File: src/rtl/chord_voice_scheduler.sv
// Chord voice scheduler: hands note events to three chord voices and paces the stream in beats.
// Optional VOICE_STEAL_EN: when every voice is busy, the least recently loaded voice is cut.
module chord_voice_scheduler #(
    parameter int NUM_VOICES = 3,
    parameter int ADV_W      = 6
) (
    input  logic             clk,
    input  logic             reset,
    input  logic             play,
    input  logic             beat,
    input  logic             note_valid,
    output logic             note_ready,
    input  logic [5:0]       note_in,
    input  logic [5:0]       duration_in,
    input  logic [ADV_W-1:0] advance_in,
    output logic [5:0]       note_to_load1,
    output logic [5:0]       note_to_load2,
    output logic [5:0]       note_to_load3,
    output logic [5:0]       duration_to_load1,
    output logic [5:0]       duration_to_load2,
    output logic [5:0]       duration_to_load3,
    output logic             load_new_note1,
    output logic             load_new_note2,
    output logic             load_new_note3,
    input  logic             done_with_note1,
    input  logic             done_with_note2,
    input  logic             done_with_note3,
`ifdef VOICE_STEAL_EN
    output logic             stolen,
`endif
    output logic             waiting
);

    typedef enum logic [1:0] {ACCEPT, DISPATCH, WAIT} state_t;

    state_t                state;
    state_t                state_next;
    logic [ADV_W-1:0]      count;
    logic [NUM_VOICES-1:0] done;
    logic [NUM_VOICES-1:0] pending;
    logic [NUM_VOICES-1:0] free;
    logic [NUM_VOICES-1:0] sel;
    logic [NUM_VOICES-1:0] load_pulse;
    logic [5:0]            voice_note [NUM_VOICES];
    logic [5:0]            voice_dur  [NUM_VOICES];
    logic                  handshake;
    logic                  is_rest;

    assign done      = {done_with_note3, done_with_note2, done_with_note1};
    assign free      = done & ~pending;
    assign is_rest   = (note_in == 6'd0);
    assign handshake = note_valid && note_ready;

`ifdef VOICE_STEAL_EN
    localparam logic [1:0] OLDEST = 2'(NUM_VOICES - 1);

    logic [1:0] age [NUM_VOICES];
    logic [1:0] age_sel;
    logic       steal;
    logic       stolen_q;

    assign stolen = stolen_q;
`endif

    // Lowest-index free voice; with stealing, fall back to the oldest load.
    always_comb begin
        sel = '0;
`ifdef VOICE_STEAL_EN
        steal   = 1'b0;
        age_sel = '0;
`endif
        for (int i = 0; i < NUM_VOICES; i++) begin
            if (free[i] && sel == '0) sel[i] = 1'b1;
        end
`ifdef VOICE_STEAL_EN
        if (free == '0) begin
            steal = 1'b1;
            for (int i = 0; i < NUM_VOICES; i++) begin
                if (age[i] == OLDEST) sel[i] = 1'b1;
            end
        end
        for (int i = 0; i < NUM_VOICES; i++) begin
            if (sel[i]) age_sel = age[i];
        end
`endif
    end

    always_ff @(posedge clk) begin
        if (reset) state <= ACCEPT;
        else       state <= state_next;
    end

    always_comb begin
        state_next = state;
        unique case (state)
            ACCEPT:   if (handshake) state_next = DISPATCH;
            DISPATCH: state_next = (count == '0) ? ACCEPT : WAIT;
            WAIT:     if (count == '0) state_next = ACCEPT;
            default:  state_next = ACCEPT;
        endcase
    end

    always_comb begin
        note_ready = 1'b0;
        waiting    = (state == WAIT);
        if (state == ACCEPT && play) begin
`ifdef VOICE_STEAL_EN
            note_ready = 1'b1;
`else
            note_ready = (|free) || is_rest;
`endif
        end
    end

    always_ff @(posedge clk) begin
        if (reset) begin
            pending    <= '0;
            load_pulse <= '0;
            count      <= '0;
            for (int i = 0; i < NUM_VOICES; i++) begin
                voice_note[i] <= '0;
                voice_dur[i]  <= '0;
            end
`ifdef VOICE_STEAL_EN
            stolen_q <= 1'b0;
            for (int i = 0; i < NUM_VOICES; i++) begin
                age[i] <= 2'(NUM_VOICES - 1 - i);
            end
`endif
        end else begin
            load_pulse <= '0;
            // A load re-arms pending; a voice that has dropped done releases it.
            for (int i = 0; i < NUM_VOICES; i++) begin
                if (handshake && !is_rest && sel[i]) begin
                    pending[i]    <= 1'b1;
                    load_pulse[i] <= 1'b1;
                    voice_note[i] <= note_in;
                    voice_dur[i]  <= duration_in;
                end else if (!done[i]) begin
                    pending[i] <= 1'b0;
                end
            end
            if (handshake) begin
                count <= advance_in;
            end else if (state == WAIT && beat && play && count != '0) begin
                count <= count - 1'b1;
            end
`ifdef VOICE_STEAL_EN
            stolen_q <= handshake && !is_rest && steal;
            if (handshake && !is_rest) begin
                for (int i = 0; i < NUM_VOICES; i++) begin
                    if (sel[i])                 age[i] <= '0;
                    else if (age[i] < age_sel)  age[i] <= age[i] + 1'b1;
                end
            end
`endif
        end
    end

    assign note_to_load1     = voice_note[0];
    assign note_to_load2     = voice_note[1];
    assign note_to_load3     = voice_note[2];
    assign duration_to_load1 = voice_dur[0];
    assign duration_to_load2 = voice_dur[1];
    assign duration_to_load3 = voice_dur[2];
    assign load_new_note1    = load_pulse[0];
    assign load_new_note2    = load_pulse[1];
    assign load_new_note3    = load_pulse[2];

endmodule

File: config.mk
export PLATFORM = sky130hd
export DESIGN_NAME = chord_voice_scheduler
export DESIGN_NICKNAME = d
export VERILOG_FILES = /design/src/rtl/chord_voice_scheduler.sv
export SDC_FILE = /design/constraint.sdc
export NUM_CORES = 1
export LEC_CHECK = 0
export ABC_AREA = 1
export CAP_MARGIN = 15
export CORE_MARGIN = 2
export CORE_UTILIZATION = 49
export DETAILED_ROUTE_END_ITERATION = 7
export HOLD_SLACK_MARGIN = 0.05
export PLACE_DENSITY = 0.89
export SYNTH_ARGS = -nofsm -noshare
export SYNTH_HDL_FRONTEND = slang
export SYNTH_SLANG_ARGS = --single-unit
File: constraint.sdc
create_clock -name clk -period 3 [get_ports clk]
set_clock_uncertainty 0.15 [all_clocks]
set_input_delay 0.6 -clock clk [delete_from_list [all_inputs] [get_ports clk]]
set_output_delay 0.6 -clock clk [all_outputs]
set_load 0.005 [all_outputs]
* After elaboration in Yosys (flattened, before gate mapping)
Memory sizes are Yosys's and may differ from the RTL's. Index checks and enable logic that the tools add are counted.
Storage, ports and cells: register bits 14, bits in writable memories 36, input bits 26, memories kept 2
Memories:
- voice_dur | words 3, width 6, rd ports 3, clocked after Yosys merged registers in 0, write ports 3, line 45 | logic [5:0] voice_dur [NUM_VOICES];
- voice_note | words 3, width 6, rd ports 3, clocked after Yosys merged registers in 0, write ports 3, line 44 | logic [5:0] voice_note [NUM_VOICES];
Operators by class: add/sub/neg operators 1, equality and inequality tests 7, mux-type cells 33, bitwise gates (word level) 9, reduce and logical (&&, ||, !) cells 21
Operators with widths (number):
- $mux 6 | 8
- $mux 1 | 21
- $logic_not 6->1 | 2
- $logic_and 1x1->1 | 11
- $ne 2x1->1 const B | 4
- $mux 2 | 3
- $or 1x1->1 | 6
- $pmux 2 s3 | 1
- $reduce_bool 6->1 | 1
- $sub 6x1->6 const B | 1
- $logic_not 2->1 | 2
- $and 3x3->3 | 1
- $not 3->3 | 1
- $reduce_or 3->1 | 1
- $eq 2x1->1 const B | 1
- $eq 2x2->1 const B | 1
- $ne 2x2->1 const B | 1
- $reduce_and 2->1 | 1
- $reduce_bool 2->1 | 1
- $logic_not 1->1 | 1
- $logic_or 1x1->1 | 1
- $not 1->1 | 1

* Longest topological paths before layout
Gate-level depths: netlist of run 1.
depth after elaboration 14, gate-level depth with buffers 10, mapped depth without buffers 10

* Least setup slack after synthesis of run 1
Ideal clock, no wire load.
path type input to register, from input play, to memory voice_dur[2][0] (netlist: voice_dur[0][12]), enable pin, arrival time 1665 ps, required time 2500 ps, path slack 835 ps, stages on the path 7, path buffers 1, cell sequence inv_1 nor3_4 nand4_4 nor2_4 nand2_4 buf_6 nand2_1
RTL lines:
- start: declaration | line 9 | input logic play,
- end: declaration | line 45

* Final worst setup path of run 1
from input done_with_note1, to output note_ready
Between the ends: cells in the longest elaborated chain, start to end 4
Ends and longest elaborated chain:
- start: declaration | line 25 | input logic done_with_note1,
- $and 3x3->3 | line 50 | assign free = done & ~pending;
- $reduce_or 3->1 | line 110 | note_ready = (|free) || is_rest;
- $logic_or 1x1->1 | line 110
- $mux 1 | line 106 | if (state == ACCEPT && play) begin
- end: declaration | line 12 | output logic note_ready,
Every way passes these cells.

==> metrics, run 1 <==
WL/cell 13.0 um; nets 283; Avg Cell Area, Syn 11.5 sq um; compound-gate portion of the synthesized area 0.0821; largest family of logic cells by synthesized area simple AND/OR/NAND/NOR gates; crit path buf inv count 3; cell count after placement 299; Synth Area in XOR/XNOR 0.0171; antenna cells 0; Starting DRT DRC Count 92; critical path class in -> out; Worst path depth 7; Initial Util 0.511; Worst Hold Endpoint pending[0]; Max FO, Critical Path 4; clk slew on worst S/H paths 0.09 ns; hold_sp pending[0]; CTS sink cnt 50; placed cell area 0.00280 sq mm; Critical Path RT 2.25 ns; gr usage total 0.184; HPWL Detailed 3.07 mm; mapped cell area 0.00204 sq mm; mux contribution to synthesized area 0; Reg2Reg Setup Slack 0.98 ns; routed via count 1476; max_cap viols 0; status finished clean; Die ar. 0.00470 sq mm; RR Startpoint state[0]; Yosys reg bits 50; worst r2r dst voice_note[0][17]; slowest cell on the critical path clkdlybuf4s50_1; Worst slew margin 0.462; layout cell share with drive strength beyond 1 0.144; Final Cell Area 0.00290 sq mm; CTS tree built; Fin. Hold Viols 0; Slew Viols, Final 0; I/O pins 67; first-pass GRT wire length 6.29 mm; register area share after synthesis 0.666; Post-Syn Instances 178; Vias/cell 4.81; Remaining Overflow, GRT 0; initial antenna violation count 0; H-Tree Depth 2; Worst Hold Class reg -> reg; Layout area overhead 41.8%; post-cts resize count 0; Crit path top cell by count clkdlybuf4s50_1; Peak VDD IR 282 uV; PortBufs 66; DRC Markers 0; Syn Nets 205; Pre-antenna DRT Iters 4; data arrival time of the worst path 2.12 ns; vias in the first global route 1385; core box area 0.00400 sq mm; Startpoint Class input port; Fmax 348 MHz; Post-Layout Cell Count 307; routability cong. 0.798; drt total wl 4.00 mm; fin crit share 0.958; Clock Latency Late Sink 0.30 ns; Synth Area in Simple Gates 0.155; Crit. End Element output pin; clk buf depth 2; Final setup viols 0; Adder-Cell Fraction of Synth Area 0.00612; largest net degree at the start of global routing 17; length in cells of the worst reg-to-reg path 6; Hold-fix buffers, CTS 0; CTS buffer count 5; critical path's top delay family buffers and inverters; Worst path max stage delay 0.50 ns; leakage 1.20 nW; Tmin final 2.87 ns; Cell variety after synth 27; pwr/cell area 477 mW/mm^2; Slew @ Worst Pin 0.805 ns; Root Driver clkbuf_8; synth warn 0; final antenna-violating net count 0; Die H 68.6 um; Setup Fix Bufs, Post-CTS 0; CP cell instances clkdlybuf4s50_1, nand2_1, nand2_2, inv_1, nand3_1, and2_1, clkdlybuf4s50_1; Die Span X 68.6 um; row cnt 23; hold depth 2
## where the power goes
group          switching (mW)  internal (mW)  leakage [nW]
Sequential             0.0149          0.780         0.486
Combinational          0.0937          0.117         0.668
Clock                   0.211          0.164        0.0441
Total                   0.320           1.06          1.20
## stage by stage
step           utilization  power [mW]   TNS, ns  hold slack, ns  setup slack (ns)
5_1_grt              0.724        1.45  -0.00157           0.356          -0.00157
3_3_place_gp         0.700        1.02         0           0.296             0.135
2_1_floorplan            -       0.897         0           0.281             0.835
4_1_cts              0.723        1.39         0           0.312            0.0893
6_report             0.724        1.38         0           0.313             0.127
3_5_place_dp         0.700        1.02         0           0.299            0.0989
## state kept, by name, summed over array words and instances (netlist names)
signal	count
load_pulse	3
count	6
state	2
voice_note	18
voice_dur	18
pending	3
## kinds of logic after synthesis
logic type / after synthesis
adder cells (fa/ha/maj): 1
flip-flops: 50
AND/OR/NAND/NOR: 63
XOR/XNOR: 4
buffers and inverters: 36
AO/OA/AOI/OAI: 24
## how the worst max path moves through the flow
stage	from	end	slack (ns)
after floorplan	play	voice_dur[0][12]	0.84
after global placement	done_with_note1	note_ready	0.14
after detailed placement	note_in[1]	note_ready	0.1
after CTS	note_in[1]	note_ready	0.09
after global routing	done_with_note1	note_ready	-0.002
final	done_with_note1	note_ready	0.13
## tightest hold or removal path: stages, from the launching register on
cell     delay (ns)
dfxtp_1        0.31
inv_1          0.06
a21oi_1        0.06
## Yosys cell counts, drive strengths merged
master / n / area (sq um)
xnor2: 1 / 8.76
nand3b: 1 / 7.51
o21ai: 7 / 35.0
nand3: 7 / 40.0
nor3: 1 / 16.3
o211ai: 2 / 20.0
buf: 2 / 22.5
and2: 1 / 6.26
a21oi: 15 / 113
edfxtp: 36 / 1080
inv: 33 / 124
clkbuf: 1 / 3.75
xor2: 3 / 26.3
dfxtp: 14 / 280
nor2: 23 / 93.8
nand4: 5 / 46.3
or2: 1 / 6.26
ha: 1 / 12.5
nand2: 24 / 100
## layout make-up
type | count | area (sq um)
Clock inverter | 3 | 21.3
Multi-Input combinational cell | 92 | 539
Inverter | 33 | 124
Sequential cell | 50 | 1360
Fill cell | 282 | 1100
Clock buffer | 5 | 68.8
Tap cell | 50 | 62.6
Timing Repair Buffer | 74 | 721
## cells in the final DEF, fill, tap and decap left out
cell type        count
clkdlybuf4s50_1     66
edfxtp_1            36
inv_1               32
nor2_1              22
nand2_1             21
dfxtp_1             14
a21oi_2             10
buf_4                8
o21ai_0              7
nand3_1              5
a21oi_1              5
clkbuf_8             5
nand4_1              4
xor2_1               3
nand3_2              2
nand2_2              2
nor3_4               1
nand4_4              1
inv_2                1
o211ai_2             1
nor2_4               1
nand2_4              1
and2_1               1
or2_2                1
nand3b_1             1
xnor2_1              1
o211ai_1             1
ha_1                 1
clkinv_4             1
clkinv_2             1
clkinvlp_4           1
## routing by layer
metal | up-vias | GRT usage | routed length (um)
li1 | 738 | - | -
met1 | 663 | 0.224 | 1580
met2 | 69 | 0.313 | 1950
met3 | 6 | 0.0519 | 427
met4 | 0 | 0.0600 | 43
met5 | - | 0 | 0
(Power assumes the default switching activity.)
==> run 2: changes to the inputs <==
--- a/config.mk
+++ b/config.mk
@@ -8,10 +8,12 @@
 export ABC_AREA = 1
 export CAP_MARGIN = 15
 export CORE_MARGIN = 2
-export CORE_UTILIZATION = 49
+export CORE_UTILIZATION = 60
 export DETAILED_ROUTE_END_ITERATION = 7
+export DONT_BUFFER_PORTS = 1
+export GPL_TIMING_DRIVEN = 0
 export HOLD_SLACK_MARGIN = 0.05
-export PLACE_DENSITY = 0.89
+export PLACE_DENSITY = 0.8
 export SYNTH_ARGS = -nofsm -noshare
 export SYNTH_HDL_FRONTEND = slang
 export SYNTH_SLANG_ARGS = --single-unit
==> run 2 against run 1 <==
Die area down 17%; combinational power fell by 52%; hold slack worse by 0.18 ns; count of clock-buffer cells in the layout unchanged; sequential power increased by 1%; clock power rose by 3%; sequential share of layout area rose by 15 points; maximum frequency rose by 28%; setup slack improved by 0.63 ns; sequential cell count unchanged; final area decreased by 25%; critical endpoint is now voice_dur[0][17].
==> metrics, run 2 (same netlist as run 1, synthesis figures left out) <==
Starting DRT DRC Count 62; Slew Viols, Final 0; antenna cells 0; Initial Util 0.617; Fill cells 265; WL/cell 16.1 um; Setup Fix Bufs, Post-CTS 0; Vias/cell 5.47; CTS sink cnt 50; most frequent cells in the layout 36 x edfxtp_1, 32 x inv_1, 22 x nand2_1, 22 x nor2_1, 14 x dfxtp_1; Hold Slack 0.133 ns; vias in the first global route 1292; Worst slew margin 0.627; Startpoint Class flip-flop; Slew @ Worst Pin 0.558 ns; Pre-antenna DRT Iters 4; Critical Path RT 2.86 ns; nets 212; first-pass GRT wire length 6.09 mm; Final setup viols 0; post-cts resize count 0; setup TNS 0 ns; leakage 0.925 nW; clk slew on worst S/H paths 0.14 ns; drt total wl 3.73 mm; pwr/cell area 593 mW/mm^2; row cnt 21; Crit. End Element flip-flop; Reg2Reg Setup Slack 0.76 ns; Root Driver clkbuf_4; commonest non-fill, non-tap cell in the layout edfxtp_1; Layout area overhead 6.80%; Fmax 446 MHz; initial antenna violation count 0; Hold-fix buffers, CTS 0; worst setup path startpoint state[0]; max_cap viols 0; Worst Hold Class in -> reg; Final Power 1.29 mW; routability cong. 0.853; final antenna-violating net count 0; Die H 62.4 um; PortBufs 0; routed via count 1269; gr usage total 0.207; DRC Markers 0; data arrival time of the worst path 2.10 ns; RSZ-0062 raised after global routing no; layout cell share with drive strength beyond 1 0.156; worst slack, placed 0.505 ns; status finished clean; CTS tree built; Remaining Overflow, GRT 0; hold_sp reset; clk buf depth 2; H-Tree Depth 2; Fin. Hold Viols 0; RR Startpoint state[0]; I/O pins 67; Die Span X 62.4 um; Clock Latency Late Sink 0.36 ns; Tmin final 2.24 ns; critical path class reg -> reg; biggest regs voice_dur x18, voice_note x18, count x6; largest net degree at the start of global routing 17; HPWL Detailed 2.79 mm; core box area 0.00331 sq mm; fin worst setup slack 0.760 ns; Die ar. 0.00389 sq mm; Max FO, Critical Path 12; CTS buffer count 5; Peak VDD IR 347 uV; fin crit share 0.747
## run 2: path summary, 6_finish.rpt
kind	end	cells after the start
worst max-delay path	voice_dur[0][17]	6
worst min-delay path	state[0]	1
worst max register to register	voice_dur[0][17]	6
worst min register to register	pending[0]	2
## run 2: critical path, stage by stage, from the launching register on
cell     delay, ns
dfxtp_1       0.36
nor3_4        0.37
nand4_4       0.17
nor2_4        0.14
nand2_4       0.09
buf_6         0.17
nand2_1       0.42
## run 2: power breakdown
| group | leakage, nW | internal, mW | switching [mW] |
|---|---|---|---|
| sequential | 0.486 | 0.782 | 0.0234 |
| combinational | 0.393 | 0.0338 | 0.0680 |
| clock | 0.0456 | 0.177 | 0.209 |
| total | 0.925 | 0.993 | 0.300 |
## run 2: area by class of cell
type                    count  area (sq um)  area share
plain buffers               3          26.3      0.0120
clock buffers               5          37.5      0.0172
clock inverters             3          43.8      0.0201
inverters                  33           124      0.0568
multi-input cells          92           532       0.244
flip-flops and latches     50          1360       0.624
well taps                  46          57.6      0.0264
## run 2: routing by layer
metal | part of all wire | global-route usage | up-vias
met5 | 0 | 0 | -
met4 | 0.024 | 0.100 | 0
met3 | 0.076 | 0.0707 | 9
met2 | 0.52 | 0.357 | 67
met1 | 0.38 | 0.228 | 593
li1 | - | - | 600
## run 2: stage by stage
step / cell area [sq um] / utilization / std cells
after floorplan: 2040 / - / 178
final: 2180 / 0.659 / 232
after global placement: 2100 / 0.635 / 224
after detailed placement: 2100 / 0.635 / 224
after global routing: 2180 / 0.659 / 232
after CTS: 2180 / 0.659 / 232
==> run 3: changes to the inputs <==
==> constraint.sdc (replaced) <==
create_clock -name clk -period 2.3 [get_ports clk]
set_clock_uncertainty 0.15 [all_clocks]
set_input_delay 0.46 -clock clk [delete_from_list [all_inputs] [get_ports clk]]
set_output_delay 0.46 -clock clk [all_outputs]
set_load 0.005 [all_outputs]
==> run 3 against run 2 <==
Via count decreased by 0.79%; combinational power increased by 33%; utilization increased by 0.38 points; sequential power increased by 30%; clock power increased by 31%; total power increased by 31%; setup slack got worse by 0.57 ns; hold slack got worse by 0.054 ns; sequential cell count unchanged; final cell count increased by 0.43%; wire length increased by 0.38%; largest power group unchanged.
==> metrics, run 3 (same netlist as run 1, synthesis figures left out) <==
status finished clean; Max FO, Critical Path 12; leakage 0.929 nW; initial antenna violation count 0; Fill cells 266; critical path's top delay family simple AND/OR/NAND/NOR gates; fin worst setup slack 0.194 ns; H-Tree Depth 2; DR WL met3 257 um; Worst path max stage delay 0.45 ns; Final Power 1.69 mW; Fmax 475 MHz; Crit. End Element flip-flop; core box area 0.00331 sq mm; Clock Latency Late Sink 0.36 ns; worst slack, placed -0.0551 ns; Initial Util 0.617; Die Span X 62.4 um; Remaining Overflow, GRT 0; routability cong. 0.853; Die H 62.4 um; Worst slew margin 0.640; met2 wire len 1.94 mm; gr usage total 0.208; pwr/cell area 771 mW/mm^2; Peak VDD IR 452 uV; WL/cell 16.1 um; Met1 Wirelength 1.45 mm; CTS buffer count 5; fin crit share 0.915; clk buf depth 2; DR top layer met4; Fin. Hold Viols 0; Die ar. 0.00389 sq mm; RSZ-0062 raised after global routing no; HPWL Detailed 2.79 mm; final antenna-violating net count 0; slowest cell on the critical path nand2_1; antenna cells 0; DRC Markers 0; first-pass GRT wire length 6.13 mm; Slew Viols, Final 0; Final setup viols 0; Tmin final 2.11 ns; crit path buf inv count 1; CTS tree built; data arrival time of the worst path 1.96 ns; vias in the first global route 1296; I/O pins 67; biggest regs voice_dur x18, voice_note x18, count x6; Vias/cell 5.40; layout cell share with drive strength beyond 1 0.160; Slew @ Worst Pin 0.538 ns; Startpoint Class flip-flop; commonest non-fill, non-tap cell in the layout edfxtp_1; max_cap viols 0; Worst Hold Class in -> reg; Setup Fix Bufs, Post-CTS 0; critical path class reg -> reg; Layout area overhead 7.41%; clk slew on worst S/H paths 0.15 ns; Starting DRT DRC Count 75; Critical Path RT 2.16 ns; routed via count 1259; nets 213; row cnt 21; CP cell instances nor3_4, nand4_4, inv_2, nand4_1, nand2_1; CTS sink cnt 50; Pre-antenna DRT Iters 5; PortBufs 0; largest net degree at the start of global routing 17; drt total wl 3.74 mm; most frequent cells in the layout 36 x edfxtp_1, 32 x inv_1, 22 x nor2_1; Root Driver clkbuf_4
-- run 3: cell count changes in the layout (fill, tap and decap cells not counted), sizes merged --
| cell | change |
|---|---|
| dlygate4sd3 | +1 |
-- run 3: routing by layer --
metal	vias up	GRT usage
li1	603	-
met1	586	0.231
met2	62	0.359
met3	8	0.0707
met4	0	0.100
met5	-	0
-- run 3: path summary, 6_finish.rpt --
path                    from               to  slack, ns  cells after the start
min          done_with_note1       pending[0]       0.08                      2
max                 state[0]  voice_dur[0][7]       0.19                      5
min reg2reg       pending[0]       pending[0]       0.35                      2
max reg2reg         state[0]  voice_dur[0][7]       0.19                      5
-- run 3: what timing repair did --
item,4_1_cts,5_1_grt
hold endpoints to repair,5,0
setup endpoints to repair,0,12
resized for setup,0,1
hold buffers,1,0
-- run 3: cell type report --
type / instances / area [sq um] / area share
Tap cell: 46 / 57.6 / 0.0262
Buffer: 3 / 26.3 / 0.0120
Inverter: 33 / 124 / 0.0564
Clock buffer: 5 / 37.5 / 0.0171
Timing Repair Buffer: 1 / 10.0 / 0.00456
Clock inverter: 3 / 43.8 / 0.0200
Sequential cell: 50 / 1360 / 0.620
Multi-Input combinational cell: 92 / 534 / 0.243
-- run 3: through the flow --
step,instance area [sq um],hold slack [ns],TNS (ns),util,instances
4_1_cts,2190,0.0620,0,0.662,233
5_1_grt,2190,0.0525,0,0.663,233
6_report,2190,0.0798,0,0.663,233
3_5_place_dp,2100,0.315,-0.655,0.635,224
3_3_place_gp,2100,0.289,0,0.635,224
2_1_floorplan,2040,0.281,0,-,178
-- run 3: power by group --
part / internal [mW] / total, mW / switching (mW)
combinational: 0.0454 / 0.136 / 0.0906
clock: 0.231 / 0.505 / 0.274
sequential: 1.02 / 1.05 / 0.0306
total: 1.30 / 1.69 / 0.395
-- run 3: worst register-to-register path: cells and delay by family (launching register included) --
family | cells | cell delay (ns)
DFF | 1 | 0.36
and+or+nand+nor | 4 | 1.13
buffers and inverters | 1 | 0.11
